File: src/rtl/spi_ctrl_pkg.sv
// Shared types and constants for the SPI register controller.
// Define SPI_CTRL_AUTOINC_EN to enable address auto-increment.
package spi_ctrl_pkg;

  typedef enum logic [2:0] {
    IDLE,
    CMD,
    WRITE,
    READ,
    ERROR
  } state_t;

  localparam int CMD_WR_BIT   = 7;
  localparam int CMD_ADDR_MSB = 6;

  localparam logic [7:0] IDLE_TX_DEF = 8'hA5;
  localparam logic [7:0] ERR_TX_DEF  = 8'hFF;

endpackage

File: src/rtl/spi_reg_bank.sv
// Register bank: one write port, one combinational read port,
// flattened contents output, async reset to zero.
module spi_reg_bank #(
  parameter int NUM_REGS = 8,
  parameter int ADDR_W   = $clog2(NUM_REGS)
) (
  input  logic                  clk,
  input  logic                  n_reset,
  input  logic                  we,
  input  logic [ADDR_W-1:0]     waddr,
  input  logic [7:0]            wdata,
  input  logic [ADDR_W-1:0]     raddr,
  output logic [7:0]            rdata,
  output logic [8*NUM_REGS-1:0] q
);

  logic [7:0] mem [NUM_REGS];

  always_ff @(posedge clk or negedge n_reset) begin
    if (!n_reset) begin
      for (int i = 0; i < NUM_REGS; i++) begin
        mem[i] <= '0;
      end
    end else if (we) begin
      mem[waddr] <= wdata;
    end
  end

  assign rdata = mem[raddr];

  always_comb begin
    q = '0;
    for (int i = 0; i < NUM_REGS; i++) begin
      q[8*i +: 8] = mem[i];
    end
  end

endmodule

File: src/rtl/spi_reg_controller.sv
// SPI transaction sequencer: command decode, register access, tx byte.
// Define SPI_CTRL_AUTOINC_EN to advance the address after each data byte.
module spi_reg_controller
  import spi_ctrl_pkg::*;
#(
  parameter int         NUM_REGS = 8,
  parameter int         ADDR_W   = $clog2(NUM_REGS),
  parameter logic [7:0] IDLE_TX  = IDLE_TX_DEF,
  parameter logic [7:0] ERR_TX   = ERR_TX_DEF
) (
  input  logic                  clk,
  input  logic                  n_reset,
  input  logic                  ss,
  input  logic [7:0]            rx_data,
  input  logic                  rx_valid,
  output logic [7:0]            tx_data,
  output logic [8*NUM_REGS-1:0] regs_q,
  output logic                  wr_stb,
  output logic [ADDR_W-1:0]     wr_addr,
  output logic                  busy,
  output logic                  err
);

  state_t            state, state_d;
  logic [ADDR_W-1:0] addr, addr_d, addr_inc;
  logic [ADDR_W-1:0] raddr, cmd_addr, waddr_d;
  logic [7:0]        tx_d, rdata;
  logic              err_d, we, stb_d, oor;

  assign cmd_addr = rx_data[ADDR_W-1:0];
  assign oor = int'(rx_data[CMD_ADDR_MSB:0]) >= NUM_REGS;

`ifdef SPI_CTRL_AUTOINC_EN
  assign addr_inc = (addr == ADDR_W'(NUM_REGS - 1)) ?
                    '0 : addr + ADDR_W'(1);
`else
  assign addr_inc = addr;
`endif

  always_comb begin
    state_d = state;
    addr_d  = addr;
    tx_d    = tx_data;
    err_d   = err;
    waddr_d = wr_addr;
    raddr   = addr;
    we      = 1'b0;
    stb_d   = 1'b0;
    unique case (state)
      IDLE: begin
        if (!ss) state_d = CMD;
      end
      CMD: begin
        if (rx_valid) begin
          addr_d = cmd_addr;
          raddr  = cmd_addr;
          err_d  = oor;
          if (oor) begin
            state_d = ERROR;
            tx_d    = ERR_TX;
          end else if (rx_data[CMD_WR_BIT]) begin
            state_d = WRITE;
          end else begin
            state_d = READ;
            tx_d    = rdata;
          end
        end
      end
      WRITE: begin
        if (rx_valid) begin
          we      = 1'b1;
          stb_d   = 1'b1;
          waddr_d = addr;
          addr_d  = addr_inc;
        end
      end
      READ: begin
        if (rx_valid) begin
          addr_d = addr_inc;
          raddr  = addr_inc;
          tx_d   = rdata;
        end
      end
      ERROR: begin
        tx_d = ERR_TX;
      end
      default: state_d = IDLE;
    endcase
    // ss high wins over any byte arriving in the same cycle
    if (ss) begin
      state_d = IDLE;
      tx_d    = IDLE_TX;
      addr_d  = addr;
      err_d   = err;
      waddr_d = wr_addr;
      we      = 1'b0;
      stb_d   = 1'b0;
    end
  end

  always_ff @(posedge clk or negedge n_reset) begin
    if (!n_reset) begin
      state   <= IDLE;
      addr    <= '0;
      tx_data <= IDLE_TX;
      err     <= 1'b0;
      wr_stb  <= 1'b0;
      wr_addr <= '0;
    end else begin
      state   <= state_d;
      addr    <= addr_d;
      tx_data <= tx_d;
      err     <= err_d;
      wr_stb  <= stb_d;
      wr_addr <= waddr_d;
    end
  end

  assign busy = (state != IDLE);

  spi_reg_bank #(
    .NUM_REGS (NUM_REGS),
    .ADDR_W   (ADDR_W)
  ) u_bank (
    .clk     (clk),
    .n_reset (n_reset),
    .we      (we),
    .waddr   (addr),
    .wdata   (rx_data),
    .raddr   (raddr),
    .rdata   (rdata),
    .q       (regs_q)
  );

endmodule

File: config.mk
export PLATFORM = sky130hd
export DESIGN_NAME = spi_reg_controller
export DESIGN_NICKNAME = d
export VERILOG_FILES = /design/src/rtl/spi_ctrl_pkg.sv /design/src/rtl/spi_reg_bank.sv /design/src/rtl/spi_reg_controller.sv
export SDC_FILE = /design/constraint.sdc
export NUM_CORES = 1
export LEC_CHECK = 0
export CORE_MARGIN = 4
export CORE_UTILIZATION = 56
export CTS_BUF_LIST = sky130_fd_sc_hd__clkbuf_2
export DETAILED_ROUTE_END_ITERATION = 8
export MAX_ROUTING_LAYER = met4
export PLACE_DENSITY = 0.88
export SYNTH_ARGS = -nofsm -noshare
export SYNTH_HDL_FRONTEND = slang
export SYNTH_SLANG_ARGS = --single-unit
File: constraint.sdc
create_clock -name clk -period 5.45 [get_ports clk]
set_input_delay 1.09 -clock clk [delete_from_list [all_inputs] [get_ports clk]]
set_output_delay 1.09 -clock clk [all_outputs]
set_load 0.01 [all_outputs]
==> metrics.cfg <==
[sta]
max_freq_ghz=0.3028
slew_viol_final=0
worstMarginPinSlew_ns=0.9983
grt_setup_unrepaired=false
clock_skew_ns=0.04004
setup_viol=0
finalHoldViolCount=0
maxSlewHeadroom_pct=33.44
period_minus_slack_ns=3.302
fin_hold_ws_ns=0.5121
tns_ns=0
min_period_over_period_pct=60.59

[floorplanning]
die-width_um=92.62
core-area_mm2=0.006869
start_util_pct=58.38
die_area_mm2=0.008578
die_h_um=92.62
rows=30
io_pins=90

[worst_setup_path]
path_max_fanout=15
critical_path_class=input port to flop
cp_top_family=multiplexers
critPathCaptureType=flop
critPathMaxStageDelay_ns=0.72
cp-start-kind=input port
reg2reg_from=state[1]
worst-r2r-setup-slack_ns=2.66
path_buf_inv=2
cp_cell_sequence=clkdlybuf4s50_1 > nor4bb_4 > buf_4 > mux2i_2 > mux4_2 > nor2_1 > o31ai_1
slowest_stage=mux2i_2
rr_worst_depth=6
rr_endpoint=tx_data[6]
cp.arrival_ns=3.76
worstPathRequired_ns=5.91

[detailed_routing]
dr.pass1.iters=4
drtIter0Drc=229
wl_per_cell_um=20.97
detail-route-antenna-nets=0
drt-total-wl_um=10460
via_count=3002
drc=0
drt-vias-per-instance=6.016

[hold_path]
hold_path_startpoint=wr_addr[0]
min_to=wr_addr[0]
min_path_cells=1
holdCritPathClass=flop to flop

[layout]
area_growth_pct=25.34
multi_input_area_mm2=0.001817
final_cell_mix=clkdlybuf4s50_1 (88), dfrtp_1 (79), mux2_2 (64)
nNetsFinal=410
final_common_cell=clkdlybuf4s50_1
nFillCells=476
drive_above_1_share_pct=26.05
seq_area_mm2=0.002082
antenna_cells=0

[outcome]
status=completed

[cts]
clk_latency_ns=0.59
clk_path_buf_depth=2
cts_tree=built
clk_pin_slew_ns=0.26
cts_made_buffers=9
htree_num_levels=3
clkSinkCount=83
clock-root-buffer=clkbuf_2
cts_hold_buf=0
cts_resized=0
post-cts-setup-buffers=0

[power_and_ir_drop]
power_per_cell_area_mw_per_mm2=243.5
peakVddDrop_mv=0.1530
static-leakage-power_nw=2.223
total_power_mw=1.224

[yosys]
synth_top_cell_by_area=dfrtp_1
syn_nets=330
ys.warnings.count=0
synth-seq-area-share_pct=51.92
synth_seq_cells=83
synthesis.area_mm2=0.004010
synth_area_leaders=dfrtp_1 (49%), mux2_2 (18%), mux4_2 (4.5%)
yosysUniqueCellTypes=43
yosysTopAreaCellShare_pct=49.30
syn_inst=318
syn-mean-instance-area_um2=12.61

[placement]
port_buffers=89
gp_congestion=0.8781
dpl.hpwl_um=7332

[grt]
grt_pass1_vias=3166
grt_use_total_pct=26.63
grt_max_degree=84
grt_pass1_wl_um=16760
grt_antenna_before_repair=0
globalRouteOverflowTotal=0

[run]
maxCapViolations=0

## how the worst max path moves through the flow
stage / start / endpoint / slack, ns / cells past startpoint
after floorplan: rx_valid / tx_data[0] / 2.74 / 7
after global placement: rx_valid / tx_data[2] / 1.66 / 7
after detailed placement: rx_valid / tx_data[6] / 1.55 / 7
after CTS: rx_valid / tx_data[6] / 2.17 / 7
after global routing: rx_valid / tx_data[6] / 1.98 / 7
final: rx_valid / tx_data[6] / 2.15 / 7
## synth_stat cells (all sizes together)
cell type  count
a211oi        12
a21o           1
a21oi         11
a22o           4
a32o           1
and2           1
and3           1
buf           13
clkbuf         8
dfrtp         79
dfstp          4
inv            4
mux2          69
mux2i         11
mux4           8
nand2         34
nand2b         8
nand3          2
nand3b         3
nor2          14
nor2b          2
nor3           6
nor4           1
nor4b          2
nor4bb         1
o21ai          3
o21ba          4
o21bai         1
o311a          1
o31ai          4
or2            1
or3            2
or3b           1
or4            1
## metal layers
| metal | global-route usage (%) | routed length [um] | share of wire [%] |
|---|---|---|---|
| met3 | 3.899 | 736 | 7.0 |
| met2 | 43.99 | 5412 | 52 |
| met1 | 33.57 | 4173 | 40 |
| met4 | 10.13 | 140 | 1.3 |
| met5 | - | 0 | 0 |
## power by group
part,switching (mW),internal [mW],total (mW)
sequential,0.0445,0.643,0.687
clock,0.234,0.0607,0.294
combinational,0.128,0.114,0.243
## metrics by stage
| step | setup WS (ns) | std cells | cell area [um2] | utilization [%] |
|---|---|---|---|---|
| 2_1_floorplan | 2.740 | 318 | 4010 | - |
| 3_3_place_gp | 1.656 | 483 | 4930 | 71.77 |
| 3_5_place_dp | 1.553 | 483 | 4930 | 71.77 |
| 4_1_cts | 2.174 | 499 | 5026 | 73.17 |
| 5_1_grt | 1.982 | 499 | 5026 | 73.17 |
| 6_report | 2.148 | 499 | 5026 | 73.17 |
## sequential cells by signal (all words and copies together), names as in the netlist
name,cells
wr_stb,1
tx_data,8
addr,3
u_bank.q,64
wr_addr,3
err,1
state,3
## final cells by class
class / count / share of cell area, %
clock inverter: 7 / 1.021
timing repair buffer: 90 / 17.82
clock buffer: 9 / 0.8962
inverter: 4 / 0.2987
multi-input combinational: 210 / 36.15
sequential: 83 / 41.42
tap: 96 / 2.390
## logic make-up (layout without fill, tap and decap cells)
| family | after synthesis | after routing | share of synthesized area (%) |
|---|---|---|---|
| buffers and inverters | 25 | 110 | 3.151 |
| muxes | 88 | 88 | 26.71 |
| AOI/OAI and AO/OA | 42 | 42 | 7.488 |
| DFF | 83 | 83 | 51.92 |
| and+or+nand+nor | 80 | 80 | 10.73 |
(Power assumes the default switching activity.)
